### src/rtl/uart_rx_ctrl.sv
// UART receive frame controller: start detect, per-bit edge counting, LSB-first deserialization,
// parity/stop checking. Optional break detection is enabled with UART_RX_BREAK_DET_EN.
module uart_rx_ctrl #(
    parameter int unsigned DATA_WIDTH = 8,
    parameter int unsigned ECNT_W     = 5
) (
    input  logic                  clk,
    input  logic                  rst_n,
    input  logic                  rx_in,
    input  logic [5:0]            prescale,
    input  logic                  par_en,
    input  logic                  par_typ,
    input  logic                  sampled_bit,
    output logic                  dat_samp_en,
    output logic [ECNT_W-1:0]     edge_cnt,
    output logic [DATA_WIDTH-1:0] p_data,
    output logic                  data_valid,
    output logic                  par_err,
    output logic                  stp_err,
    output logic                  break_det
);

    localparam int unsigned BCNT_W = (DATA_WIDTH > 1) ? $clog2(DATA_WIDTH) : 1;

    typedef enum logic [2:0] {
        StIdle   = 3'd0,
        StStart  = 3'd1,
        StData   = 3'd2,
        StParity = 3'd3,
        StStop   = 3'd4
    } state_e;

    state_e                state_q, state_d;
    logic [ECNT_W-1:0]     edge_q, edge_d;
    logic [BCNT_W-1:0]     bit_cnt_q, bit_cnt_d;
    logic [DATA_WIDTH-1:0] shift_q, shift_d;
    logic [DATA_WIDTH-1:0] p_data_q, p_data_d;
    logic [5:0]            pre_q, pre_d;
    logic                  par_en_q, par_en_d;
    logic                  par_typ_q, par_typ_d;
    logic                  par_bad_q, par_bad_d;
    logic                  valid_q, valid_d;
    logic                  par_err_q, par_err_d;
    logic                  stp_err_q, stp_err_d;

    logic bit_end, last_bit, start_det, stop_end, arm_ok, is_break;

    assign bit_end   = (state_q != StIdle) && (32'(edge_q) == 32'(pre_q) - 32'd1);
    assign last_bit  = (bit_cnt_q == BCNT_W'(DATA_WIDTH - 1));
    assign start_det = (state_q == StIdle) && !rx_in && arm_ok;
    assign stop_end  = (state_q == StStop) && bit_end;

    // State register
    always_ff @(posedge clk or negedge rst_n) begin
        if (!rst_n) begin
            state_q <= StIdle;
        end else begin
            state_q <= state_d;
        end
    end

    // Next-state logic
    always_comb begin
        state_d = state_q;
        unique case (state_q)
            StIdle:   if (start_det) state_d = StStart;
            StStart:  if (bit_end) state_d = sampled_bit ? StIdle : StData;
            StData:   if (bit_end && last_bit) state_d = par_en_q ? StParity : StStop;
            StParity: if (bit_end) state_d = StStop;
            StStop:   if (bit_end) state_d = StIdle;
            default:  state_d = StIdle;
        endcase
    end

    // Outputs decoded from the state register only
    always_comb begin
        dat_samp_en = (state_q != StIdle);
    end

    always_comb begin
        edge_d    = edge_q;
        bit_cnt_d = bit_cnt_q;
        shift_d   = shift_q;
        p_data_d  = p_data_q;
        pre_d     = pre_q;
        par_en_d  = par_en_q;
        par_typ_d = par_typ_q;
        par_bad_d = par_bad_q;
        valid_d   = 1'b0;
        par_err_d = 1'b0;
        stp_err_d = 1'b0;

        if (state_q == StIdle) begin
            // The detection cycle itself is edge 0 of the start bit.
            edge_d = start_det ? ECNT_W'(1) : '0;
        end else begin
            edge_d = bit_end ? '0 : edge_q + ECNT_W'(1);
        end

        if (start_det) begin
            pre_d     = prescale;
            par_en_d  = par_en;
            par_typ_d = par_typ;
            par_bad_d = 1'b0;
            bit_cnt_d = '0;
        end

        if ((state_q == StData) && bit_end) begin
            shift_d   = {sampled_bit, shift_q[DATA_WIDTH-1:1]};
            bit_cnt_d = last_bit ? '0 : bit_cnt_q + BCNT_W'(1);
        end

        if ((state_q == StParity) && bit_end) begin
            par_bad_d = sampled_bit != (^shift_q ^ par_typ_q);
        end

        if (stop_end && !is_break) begin
            if (par_bad_q) begin
                par_err_d = 1'b1;
            end else if (!sampled_bit) begin
                stp_err_d = 1'b1;
            end else begin
                valid_d  = 1'b1;
                p_data_d = shift_q;
            end
        end
    end

    always_ff @(posedge clk or negedge rst_n) begin
        if (!rst_n) begin
            edge_q    <= '0;
            bit_cnt_q <= '0;
            shift_q   <= '0;
            p_data_q  <= '0;
            pre_q     <= '0;
            par_en_q  <= 1'b0;
            par_typ_q <= 1'b0;
            par_bad_q <= 1'b0;
            valid_q   <= 1'b0;
            par_err_q <= 1'b0;
            stp_err_q <= 1'b0;
        end else begin
            edge_q    <= edge_d;
            bit_cnt_q <= bit_cnt_d;
            shift_q   <= shift_d;
            p_data_q  <= p_data_d;
            pre_q     <= pre_d;
            par_en_q  <= par_en_d;
            par_typ_q <= par_typ_d;
            par_bad_q <= par_bad_d;
            valid_q   <= valid_d;
            par_err_q <= par_err_d;
            stp_err_q <= stp_err_d;
        end
    end

`ifdef UART_RX_BREAK_DET_EN
    logic       par_bit_q, par_bit_d;
    logic       brk_wait_q, brk_wait_d;
    logic [5:0] hcnt_q, hcnt_d;
    logic       brk_q;

    assign is_break  = (shift_q == '0) && !sampled_bit && !(par_en_q && par_bit_q);
    assign arm_ok    = !brk_wait_q;
    assign break_det = brk_q;

    // After a break the line must idle high for a full bit time before re-arming.
    always_comb begin
        par_bit_d  = par_bit_q;
        brk_wait_d = brk_wait_q;
        hcnt_d     = hcnt_q;
        if (start_det) begin
            par_bit_d = 1'b0;
        end
        if ((state_q == StParity) && bit_end) begin
            par_bit_d = sampled_bit;
        end
        if (stop_end && is_break) begin
            brk_wait_d = 1'b1;
            hcnt_d     = '0;
        end else if (brk_wait_q) begin
            if (!rx_in) begin
                hcnt_d = '0;
            end else if (hcnt_q == pre_q - 6'd1) begin
                brk_wait_d = 1'b0;
                hcnt_d     = '0;
            end else begin
                hcnt_d = hcnt_q + 6'd1;
            end
        end
    end

    always_ff @(posedge clk or negedge rst_n) begin
        if (!rst_n) begin
            par_bit_q  <= 1'b0;
            brk_wait_q <= 1'b0;
            hcnt_q     <= '0;
            brk_q      <= 1'b0;
        end else begin
            par_bit_q  <= par_bit_d;
            brk_wait_q <= brk_wait_d;
            hcnt_q     <= hcnt_d;
            brk_q      <= stop_end && is_break;
        end
    end
`else
    assign is_break  = 1'b0;
    assign arm_ok    = 1'b1;
    assign break_det = 1'b0;
`endif

    assign edge_cnt   = edge_q;
    assign p_data     = p_data_q;
    assign data_valid = valid_q;
    assign par_err    = par_err_q;
    assign stp_err    = stp_err_q;

endmodule
### config.mk
export PLATFORM = sky130hd
export DESIGN_NAME = uart_rx_ctrl
export DESIGN_NICKNAME = d
export VERILOG_FILES = /design/src/rtl/uart_rx_ctrl.sv
export SDC_FILE = /design/constraint.sdc
export NUM_CORES = 1
export LEC_CHECK = 0
export CAP_MARGIN = 20
export CORE_UTILIZATION = 45
export CTS_BUF_LIST = sky130_fd_sc_hd__clkbuf_2 sky130_fd_sc_hd__clkbuf_4 sky130_fd_sc_hd__clkbuf_8
export CTS_CLUSTER_SIZE = 28
export DETAILED_ROUTE_END_ITERATION = 12
export GPL_TIMING_DRIVEN = 1
export HOLD_SLACK_MARGIN = 0.08
export PLACE_DENSITY = 0.81
export REMOVE_ABC_BUFFERS = 1
export SYNTH_ARGS = -nofsm -noshare
export SYNTH_HDL_FRONTEND = slang
export SYNTH_SLANG_ARGS = --single-unit
### constraint.sdc
create_clock -name clk -period 4 [get_ports clk]
set_input_delay 0.4 -clock clk [delete_from_list [all_inputs] [get_ports clk]]
set_output_delay 0.4 -clock clk [all_outputs]
set_load 0.02 [all_outputs]
-- Yosys cells after proc, flatten, opt, wreduce, memory -nomap -nowiden
Cells that the tools add are included.
- bits in registers: 39
- input bits: 12
- output and inout port bits: 18
- logic and storage cells: 67
- $add $sub $neg: 3
- eq/ne operators: 12
- mux-type cells: 24
- bitwise logic cells: 2
- reduce and logical (&&, ||, !) cells: 14
- operators by type and width (kind ; number):
    $eq 5x32->1 ; 1
    $mux 3 ; 9
    $pmux 3 s5 ; 1
    $mux 1 ; 11
    $mux 5 ; 2
    $ne 2x2->1 const B ; 5
    $reduce_xor 8->1 ; 1
    $sub 6x1->7 const B ; 1
    $eq 3x2->1 const B ; 2
    $eq 3x3->1 const B ; 2
    $logic_and 1x1->1 ; 6
    $add 5x1->5 const B ; 1
    $reduce_and 5->1 ; 1
    $reduce_bool 2->1 ; 2
    $add 3x1->3 const B ; 1
    $eq 3x1->1 const B ; 1
    $logic_not 3->1 ; 1
    $reduce_and 3->1 ; 1
    $reduce_bool 3->1 ; 1
    $mux 2 ; 1
    $logic_not 1->1 ; 1
    $ne 1x1->1 ; 1
    $not 1->1 ; 1
    $xor 1x1->1 ; 1

-- Longest topological paths before layout
Gate-level depths: netlist of the first run.
- depth after elaboration: 6
- mapped depth: 8
- gate-level depth less buffers: 7

-- Least setup slack after synthesis of the first run
Ideal clock, no wire load.
- kind: reg-to-reg
- start: register pre_q[0]
- end: register state_q[2]
- setup time: 125 ps
- arrival time: 2080 ps
- required time: 3875 ps
- setup slack: 1796 ps
- stages on the path, launching flop included: 9
- path buffers: 1
- clock period less this slack: 2204 ps
- cell sequence: dfrtp_1 inv_1 ha_1 xnor2_1 a211o_1 a211oi_4 and3_2 buf_4 mux2_2
- word-level cells in the longest chain between the ends: 6
- elaborated cells between the ends (all ways): 9
- classes of those cells: add/sub: 1; eq/ne: 5; reduce/logical: 3
- RTL lines (element ; RTL line ; RTL):
    from (decl) ; 38 ; logic [5:0] pre_q, pre_d;
    from (signal assigned) ; 147 ; pre_q <= pre_d;
    $sub 6x1->7 * ; 48 ; assign bit_end = (state_q != StIdle) && (32'(edge_q) == 32'(pre_q) - 32'd1);
    $eq 5x32->1 * ; 48 ;
    $logic_and 1x1->1 * ; 48 ;
    $logic_and 1x1->1 ; 68 ; StData: if (bit_end && last_bit) state_d = par_en_q ? StParity : StStop;
    $ne 2x2->1 (no source line) ; -- ;
    $reduce_and 5->1 (no source line) * ; -- ;
    to (signal assigned) ; 56 ; state_q <= StIdle;
    to (signal assigned) ; 58 ; state_q <= state_d;
    to (decl) ; 33 ; state_e state_q, state_d;
Mark *: on every way between the ends. The rest lies on a longest branch, timed or not.
A chain may end at the register's enable or synchronous reset.

-- Worst setup path in the final report of the first run
- start: register state_q[1]
- end: output port dat_samp_en
- word-level cells in the longest chain between the ends: 1
- RTL lines (element ; RTL line ; RTL):
    $reduce_bool 3->1 ; 77 ; dat_samp_en = (state_q != StIdle);
    to (decl) ; 14 ; output logic dat_samp_en,
No other way between the ends.

==> summary.md, run 1 <==
| Metric | Value |
|---|---|
| Status | `finished clean` |
| Die height | `between 60 and 70 µm` |
| Fill cells | `331` |
| Vias | `approximately 1.3k` |
| Main synth FF type | `dfrtp_1` |
| RSZ-0062 raised after global routing | `no` |
| Die X | `a little under 70 µm` |
| CP Capture Type | `output port` |
| Distinct cells, synth | `39` |
| CP Launch Type | `register` |
| Commonest cells after routing, fill and taps aside | `39 x dfrtp_1, 27 x clkdlybuf4s50_1, 23 x nand2_1` |
| Max_cap viols | `0` |
| Post-synth EDFFs | `0` |
| Gr ovfl total | `0` |
| Arr. time, crit path | `about 2.1 ns` |
| Pins Over Slew Limit | `0` |
| CTS buffer count | `5` |
| Tmin final | `~2.5 ns` |
| LEAKAGE | `about 0.0011 µW` |
| Die area | `4539 µm²` |
| Number of global-route vias before repair | `~1.2k` |
| Met2 WL | `between 1500 and 2000 µm` |
| Uppermost routed layer | `met4` |
| Top Ports | `30` |
| Synth area leaders | `dfrtp_1 51%, mux2_2 10%, xnor2_1 6.8%` |
| Root Driver | `clkbuf_8` |
| Synth async-reset ratio | `100.0%` |
| Ant. Diodes | `0` |
| HPWL after DPL | `2450 µm` |
| # Post-CTS Setup Buffers | `0` |
| Final hold violation count | `0` |
| Sequential fraction of the synthesis area | `between 50% and 60%` |
| Total length of routed met3 wires | `a little under 80 µm` |
| Final WL | `3441 µm` |
| Clock transition at the registers of the reported paths | `approximately 0.07 ns` |
| CP max FO | `7` |
| Worst Path Required | `around 3.6 ns` |
| DRC | `0` |
| Via/cell ratio | `slightly above 5` |
| Leading area contributor after synthesis | `dfrtp_1` |
| Share of cells above drive strength 1 | `around 18%` |
| Initial Util | `a little under half` |
| Placed Instances | `~240` |
| HP Class | `input port to asynchronous set/reset pin` |
| Part of the cycle the worst path needs | `between 60 and 70%` |
| Global-route wire length before repair | `5658 µm` |
| Final setup viols | `0` |
| Pre-antenna DRT Iters | `4` |
| Synth top area share | `50.75%` |
| Cells after Synth | `171` |
| Syn_area_per_cell | `between 10 and 15 µm²` |
| GP Congestion | `0.8761` |
| Power Density | `roughly 670 nW/µm²` |
| Met1 WL | `roughly 1700 µm` |
| Crit Path Class | `register to output port` |
| TritonCTS clock tree | `built` |
| Fin Clk Skew | `around 0.0090 ns` |
| Max-Slew Margin vs Limit | `43.55%` |
| Setup tns final | `0 ns` |
| Post-DR wirelength/cell | `13.71 µm` |
| TritonCTS sink count | `39` |
| Layout Area Growth over Synthesis | `22.51%` |
| H-tree levels | `2` |
| Max Clk Rate | `slightly below 400 MHz` |
| Post-CTS Hold Buffers | `0` |
| CTS resizes | `0` |
| Overall routing resource usage | `between 15 and 20%` |
| Commonest non-fill, non-tap cell in the layout | `dfrtp_1` |
| Core ar. | `~4100 µm²` |
| Row count | `23` |
| Peak supply drop | `slightly above 300 µV` |
| Post-Syn Area | `~1900 µm²` |
| IO buf count | `28` |
| Initial antenna violation count | `0` |
| Largest net degree at the start of global routing | `40` |
| Slew of the pin with the lowest slew margin | `between 0.8 and 0.9 ns` |
| NumNets Final | `between 200 and 250` |
| #FFs+latches synth | `39` |
| Fin cells | `251` |
| Clk buf depth | `2` |
| Number of synthesis warnings | `0` |
| Final ANT Viol Nets | `0` |
| Starting DRC count in detailed routing | `77` |
| Clk Latency, worst-skew pair | `about 0.30 ns` |
routing by layer:
| metal | track usage, % | vias up |
|---|---|---|
| li1 | - | 634 |
| met1 | 22.04 | 620 |
| met2 | 27.25 | 18 |
| met3 | 3.716 | 9 |
| met4 | 9.043 | 0 |
| met5 | 0 | - |
state kept, by name, indices dropped and copies added (netlist names):
signal,count
par_bad_q,1
shift_q,8
par_typ_q,1
state_q,3
edge_cnt,5
bit_cnt_q,3
p_data,8
stp_err,1
par_err,1
data_valid,1
pre_q,6
par_en_q,1
where the power goes:
group / internal, µW / total, µW / switching (µW) / leakage (µW)
clock network: 249 / 387 / 138 / 0.0000644
logic: 280 / 594 / 314 / 0.000571
registers: 487 / 600 / 113 / 0.000513
total: 1020 / 1580 / 565 / 0.00115
cell usage after synthesis (2+ instances only):
| master | number |
|---|---|
| nand3_1 | 3 |
| o21ai_0 | 4 |
| inv_1 | 9 |
| mux2i_1 | 4 |
| buf_4 | 3 |
| and3_1 | 2 |
| nor2b_1 | 2 |
| a31o_2 | 2 |
| nand2_1 | 23 |
| clkbuf_1 | 2 |
| nor2_1 | 9 |
| ha_1 | 4 |
| mux2_2 | 17 |
| xor2_1 | 2 |
| dfrtp_1 | 39 |
| nor3_1 | 6 |
| nand4_1 | 2 |
| nand4_2 | 2 |
| nor3b_1 | 2 |
| xnor2_1 | 15 |
through the flow:
stage               util (%)  worst slack (ns)  hold WS, ns  area [µm²]  power, µW
finish                 58.06             1.456       0.2094        2356       1581
global placement       54.70             1.655       0.4858        2220       1171
floorplan                  -             1.783       0.1044        1882       1029
detailed placement     54.70             1.576       0.4871        2220       1200
global route           58.06             1.359       0.2854        2356       1678
CTS                    58.06             1.431       0.2383        2356       1587
cells by family (layout without fill, tap and decap cells):
family / count (synthesis) / count (layout) / synth area share [%]
other: 1 / 1 / 0.1950
flip-flops: 39 / 39 / 50.75
multiplexers: 21 / 21 / 12.04
buffers and inverters: 15 / 45 / 3.904
XOR/XNOR: 17 / 17 / 7.743
AND/OR/NAND/NOR: 58 / 58 / 15.81
adder cells (fa/ha/maj): 4 / 4 / 2.603
AO/OA/AOI/OAI: 16 / 16 / 6.963
worst paths after layout:
check                               to  cells past startpoint  slack (ns)  startpoint
max                        dat_samp_en                      3        1.46  state_q[1]
min                           pre_q[3]                      1        0.21       rst_n
max reg2reg                 shift_q[4]                      7        1.54    pre_q[0]
min reg2reg                    stp_err                      1        0.50   par_bad_q
max in group asynchronous   shift_q[3]                      1        3.26       rst_n
min in group clk               stp_err                      1        0.50   par_bad_q
area by class of cell:
cell class / instances / area, µm² / area share, %
multi-input combinational: 117 / 872.1 / 37.02
clock inverter: 3 / 67.56 / 2.868
timing repair buffer: 28 / 275.3 / 11.68
clock buffer: 5 / 68.82 / 2.921
tap: 50 / 62.56 / 2.655
sequential: 39 / 975.9 / 41.42
inverter: 9 / 33.78 / 1.434
critical path: stages, from the launching register on:
cell,delay (ns)
dfrtp_1,0.44
nor3_1,0.70
inv_1,0.14
clkdlybuf4s50_1,0.57
(Power assumes the default switching activity.)
==> run 2, diff against run 1 <==
--- a/config.mk
+++ b/config.mk
@@ -12,7 +12,7 @@
 export DETAILED_ROUTE_END_ITERATION = 12
 export GPL_TIMING_DRIVEN = 1
 export HOLD_SLACK_MARGIN = 0.08
-export PLACE_DENSITY = 0.81
+export PLACE_DENSITY = 0.83
 export REMOVE_ABC_BUFFERS = 1
 export SYNTH_ARGS = -nofsm -noshare
 export SYNTH_HDL_FRONTEND = slang
==> constraint.sdc (replaced) <==
create_clock -name clk -period 2.3 [get_ports clk]
set_input_delay 0.23 -clock clk [delete_from_list [all_inputs] [get_ports clk]]
set_output_delay 0.23 -clock clk [all_outputs]
set_load 0.02 [all_outputs]
==> summary.md, run 2 (synthesized netlist as in run 1, its figures left out) <==
| Metric | Value |
|---|---|
| Status | `finished clean` |
| Final Total Pwr | `between 2000 and 3000 µW` |
| Final WL | `3640 µm` |
| Clk buf depth | `2` |
| Final ANT Viol Nets | `0` |
| Initial Util | `between 40% and 50%` |
| Arr. time, crit path | `around 2.4 ns` |
| HPWL after DPL | `around 2600 µm` |
| Hold_ws | `approximately 0.46 ns` |
| DRC | `0` |
| Slew of the pin with the lowest slew margin | `around 0.84 ns` |
| Placed Instances | `around 250` |
| Root Driver | `clkbuf_8` |
| Fin util | `60.56%` |
| H-tree levels | `2` |
| Die area | `4539 µm²` |
| Layout Area Growth over Synthesis | `27.78%` |
| Hold Path Depth | `3` |
| GP Congestion | `approximately 0.86` |
| Initial antenna violation count | `0` |
| Fin Clk Skew | `0.005160 ns` |
| LEAKAGE | `between 0.001 and 0.0015 µW` |
| Tmin final | `about 2.2 ns` |
| RR Startpoint | `pre_q[1]` |
| Starting DRC count in detailed routing | `89` |
| Die height | `67.37 µm` |
| Vias | `1354` |
| Pins Over Slew Limit | `0` |
| Fill cells | `between 300 and 400` |
| Clk Latency, worst-skew pair | `slightly below 0.3 ns` |
| Placed Area | `roughly 2300 µm²` |
| HP Class | `input port to register` |
| Max-Slew Margin vs Limit | `between 40% and 50%` |
| Reg2reg path depth | `8` |
| Die X | `67.37 µm` |
| Largest net degree at the start of global routing | `40` |
| Worst r2r dst | `state_q[2]` |
| Number of global-route vias before repair | `1347` |
| Share of cells above drive strength 1 | `between 20% and 30%` |
| Top Ports | `30` |
| Final hold violation count | `0` |
| CTS buffer count | `5` |
| Gr ovfl total | `0` |
| Pre-antenna DRT Iters | `4` |
| Post-DR wirelength/cell | `14.05 µm` |
| Core ar. | `just over 4000 µm²` |
| Clock transition at the registers of the reported paths | `0.07 ns` |
| Overall routing resource usage | `18.77%` |
| Max_cap viols | `0` |
| Peak supply drop | `approximately 550 µV` |
| Max Clk Rate | `447.3 MHz` |
| CP Capture Type | `register` |
| TritonCTS clock tree | `built` |
| Commonest non-fill, non-tap cell in the layout | `dfrtp_1` |
| Commonest cells after routing, fill and taps aside | `39 x dfrtp_1, 27 x clkdlybuf4s50_1, 23 x nand2_1` |
| NumNets Final | `between 200 and 250` |
| TritonCTS sink count | `39` |
| Fin cells | `259` |
| Sequential cell area | `approximately 1000 µm²` |
| Via/cell ratio | `approximately 5.2` |
| Multi-input gate area | `903.4 µm²` |
| Global-route wire length before repair | `a little over 6000 µm` |
| CP Launch Type | `register` |
| Worst Path Required | `around 2.5 ns` |
| IO buf count | `28` |
| WHS Endpoint | `par_typ_q` |
| Row count | `23` |
| Final setup viols | `0` |
| Final Cell Area | `about 2500 µm²` |
| Part of the cycle the worst path needs | `a little over nine tenths` |
| Hold_sp | `par_typ` |
| Crit Path Class | `register to register` |
| RSZ-0062 raised after global routing | `yes` |
| Ant. Diodes | `0` |
| CP max FO | `5` |
| Power Density | `approximately 1200 nW/µm²` |
| Reg-to-reg slack, setup | `approximately 0.064 ns` |
## run 2: cell types whose count changed in the layout (fill, tap and decap cells not counted)
| cell | delta |
|---|---|
| and3_2 | -1 |
| and3_4 | +1 |
| buf_4 | +5 |
| buf_6 | +2 |
| clkbuf_4 | +1 |
| clkinvlp_4 | -1 |
| dlygate4sd3_1 | +1 |
| nand4_2 | -2 |
| nand4_4 | +2 |
| o311ai_2 | -1 |
| o311ai_4 | +1 |
## run 2: where the power goes
group          internal [µW]  switching [µW]  total (µW)
Clock                    445             233         679
Sequential               847             198        1040
Combinational            565             616        1180
Total                   1860            1050        2900
## run 2: how the worst max path moves through the flow
stage	from	to	slack, ns	cells after the start
5_1_grt	pre_q[1]	bit_cnt_q[2]	-0.01	9
4_1_cts	pre_q[1]	p_data[3]	-0.01	7
2_1_floorplan	pre_q[0]	shift_q[0]	0.08	7
6_report	pre_q[1]	state_q[2]	0.06	8
3_3_place_gp	pre_q[1]	p_data[5]	0.06	7
3_5_place_dp	pre_q[1]	p_data[3]	0.004	7
## run 2: cell type report
class	instances	share of cell area (%)
Multi-Input combinational cell	117	36.76
Sequential cell	39	39.71
Clock inverter	2	2.444
Clock buffer	6	3.106
Inverter	9	1.375
Tap cell	50	2.546
Timing Repair Buffer	36	14.05
## run 2: layer usage
layer,global-route usage (%),part of all wire [%]
met5,0,0
met4,8.245,1.4
met3,4.561,2.9
met2,31.00,51
met1,23.19,45
## run 2: through the flow
stage	setup TNS [ns]	setup WS [ns]
finish	0	0.06447
detailed placement	0	0.003749
floorplan	0	0.08310
CTS	-0.02416	-0.01046
global placement	0	0.06448
global route	-0.02568	-0.01456
## run 2: critical path, cell delays in order, from the launching register on
cell	delay [ns]
dfrtp_1	0.39
inv_1	0.07
ha_1	0.29
xnor2_1	0.13
a211o_1	0.32
a211oi_4	0.22
buf_6	0.16
and3_4	0.20
mux2_2	0.34
## run 2: repair_timing
action                                 in CTS  in global routing
hold buffers                                1                  0
buffers inserted                            0                  1
gates resized for setup                     0                  6
endpoints found under the hold margin      39                  0
setup endpoints to repair                   6                 19
pin swaps                                   0                  1
==> run 3, diff against run 2 <==
--- a/config.mk
+++ b/config.mk
@@ -8,11 +8,12 @@
 export CAP_MARGIN = 20
 export CORE_UTILIZATION = 45
 export CTS_BUF_LIST = sky130_fd_sc_hd__clkbuf_2 sky130_fd_sc_hd__clkbuf_4 sky130_fd_sc_hd__clkbuf_8
-export CTS_CLUSTER_SIZE = 28
+export CTS_CLUSTER_SIZE = 8
 export DETAILED_ROUTE_END_ITERATION = 12
 export GPL_TIMING_DRIVEN = 1
 export HOLD_SLACK_MARGIN = 0.08
-export PLACE_DENSITY = 0.83
+export PLACE_DENSITY = 0.81
+export RECOVER_POWER = 25
 export REMOVE_ABC_BUFFERS = 1
 export SYNTH_ARGS = -nofsm -noshare
 export SYNTH_HDL_FRONTEND = slang
==> constraint.sdc (replaced) <==
create_clock -name clk -period 2.1 [get_ports clk]
set_input_delay 0.21 -clock clk [delete_from_list [all_inputs] [get_ports clk]]
set_output_delay 0.21 -clock clk [all_outputs]
set_load 0.02 [all_outputs]
==> summary.md, run 3 (synthesized netlist as in run 1, its figures left out) <==
| Metric | Value |
|---|---|
| TritonCTS sink count | `39` |
| Via/cell ratio | `around 5.1` |
| Die height | `a little under 70 µm` |
| Tmin final | `2.076 ns` |
| CP Launch Type | `register` |
| Part of the cycle the worst path needs | `approximately 99%` |
| RSZ-0062 raised after global routing | `yes` |
| Pins Over Slew Limit | `0` |
| TritonCTS clock tree | `built` |
| Fill cells | `315` |
| Worst r2r dst | `state_q[2]` |
| Sw Share | `a little over a third` |
| Worst Path Required | `between 2 and 2.5 ns` |
| Power Density | `about 1300 nW/µm²` |
| Number of global-route vias before repair | `1372` |
| Placed Area | `about 2300 µm²` |
| Reg2reg path depth | `8` |
| Starting DRC count in detailed routing | `a little over 90` |
| Initial Util | `a little under half` |
| Initial antenna violation count | `0` |
| Final setup viols | `0` |
| CTS buffer count | `5` |
| Ant. Diodes | `0` |
| NumNets Final | `around 240` |
| H-tree levels | `2` |
| HP Class | `input port to register` |
| DRC | `0` |
| Status | `finished clean` |
| Arr. time, crit path | `between 2 and 2.5 ns` |
| Max_cap viols | `0` |
| Row count | `23` |
| Commonest cells after routing, fill and taps aside | `39 x dfrtp_1, 27 x clkdlybuf4s50_1, 23 x nand2_1` |
| Final WL | `roughly 3800 µm` |
| Register share of total power | `roughly 34%` |
| GP Congestion | `0.8641` |
| Fin cells | `between 200 and 300` |
| Reg-to-reg slack, setup | `about 0.024 ns` |
| WHS Endpoint | `pre_q[5]` |
| LEAKAGE | `about 0.0013 µW` |
| Max Clk Rate | `between 400 and 500 MHz` |
| Hold_sp | `prescale[5]` |
| Comb power frac | `between 40% and 50%` |
| Die X | `67.37 µm` |
| Top Ports | `30` |
| IO buf count | `28` |
| Gr ovfl total | `0` |
| Final hold violation count | `0` |
| Final Total Pwr | `3311 µW` |
| Largest net degree at the start of global routing | `40` |
| Pint | `around 2200 µW` |
| Hold Path Depth | `3` |
| Die area | `about 4500 µm²` |
| CP Capture Type | `register` |
| Clock network power share | `a little under a quarter` |
| Placed Instances | `260` |
| Core ar. | `4058 µm²` |
| Multi-input gate area | `between 900 and 1000 µm²` |
| Overall routing resource usage | `between 10% and 20%` |
| HPWL after DPL | `roughly 2700 µm` |
| Pre-antenna DRT Iters | `4` |
| Root Driver | `clkbuf_8` |
| Switching pwr | `1156 µW` |
| Crit Path Class | `register to register` |
| Share of cells above drive strength 1 | `about a quarter` |
| RR Startpoint | `pre_q[1]` |
| Clk Latency, worst-skew pair | `roughly 0.29 ns` |
| CP max FO | `3` |
| Slew of the pin with the lowest slew margin | `roughly 0.96 ns` |
| Clk buf depth | `2` |
| Global-route wire length before repair | `approximately 6400 µm` |
| Layout Area Growth over Synthesis | `32.79%` |
| Clock transition at the registers of the reported paths | `0.08 ns` |
| Post-DR wirelength/cell | `about 14 µm` |
| Max-Slew Margin vs Limit | `a little over a third` |
| Final Cell Area | `about 2600 µm²` |
| Fin Clk Skew | `~0.0075 ns` |
| Setup tns final | `0 ns` |
| Vias | `between 1k and 1.5k` |
| Commonest non-fill, non-tap cell in the layout | `dfrtp_1` |
| Sequential cell area | `between 900 and 1000 µm²` |
| Final ANT Viol Nets | `0` |
| Peak supply drop | `777.8 µV` |
## run 3: power by group through the flow
stage                     registers [µW]  logic (µW)  clock network [µW]
final                               1110        1450                 749
after global routing                1140        1580                 789
after CTS                           1100        1390                 767
after detailed placement            1110        1330                   0
after global placement              1100        1300                   0
after floorplan                     1160         802                   0
## run 3: how the worst max path moves through the flow
stage | startpoint | endpoint | slack (ns)
detailed placement | pre_q[0] | state_q[2] | -0.09
floorplan | pre_q[0] | shift_q[0] | -0.12
global placement | pre_q[0] | state_q[2] | -0.03
finish | pre_q[1] | state_q[2] | 0.02
global route | pre_q[0] | state_q[2] | -0.04
CTS | pre_q[1] | state_q[2] | -0.04
## run 3: what timing repair did
| action | CTS | global route |
|---|---|---|
| endpoints found under the hold margin | 39 | 0 |
| setup endpoints to repair | 17 | 30 |
| setup buffers | 1 | 0 |
| gates resized for setup | 6 | 5 |
| hold buffers | 1 | 0 |
| pin swaps | 3 | 2 |
## run 3: final cells by class
cell class,count,area share [%]
Inverter,9,1.323
Sequential cell,39,38.22
Tap cell,50,2.450
Timing Repair Buffer,47,16.76
Clock inverter,2,2.352
Clock buffer,6,2.989
Multi-Input combinational cell,117,35.91
## run 3: worst max-delay path: stages, from the launching register on
cell,delay (ns)
dfrtp_1,0.39
inv_2,0.08
ha_4,0.20
xnor2_1,0.11
a211o_1,0.31
a211oi_4,0.22
buf_4,0.16
and3_4,0.20
mux2_4,0.30
## run 3: metrics by stage
stage	setup slack, ns	hold slack [ns]	utilization [%]
final	0.02436	0.4434	62.94
after global routing	-0.04408	0.4665	62.94
after CTS	-0.04010	0.4378	62.38
after detailed placement	-0.09051	0.3664	57.85
after floorplan	-0.1169	-0.08559	-
after global placement	-0.02604	0.3649	57.85
## run 3: routing by layer
| metal | vias to the layer above | GRT usage [%] | share of wire, % |
|---|---|---|---|
| met3 | 7 | 4.561 | 3.0 |
| met2 | 25 | 31.37 | 49 |
| li1 | 681 | - | - |
| met5 | - | 0 | 0 |
| met1 | 676 | 25.51 | 46 |
| met4 | 0 | 7.181 | 1.6 |
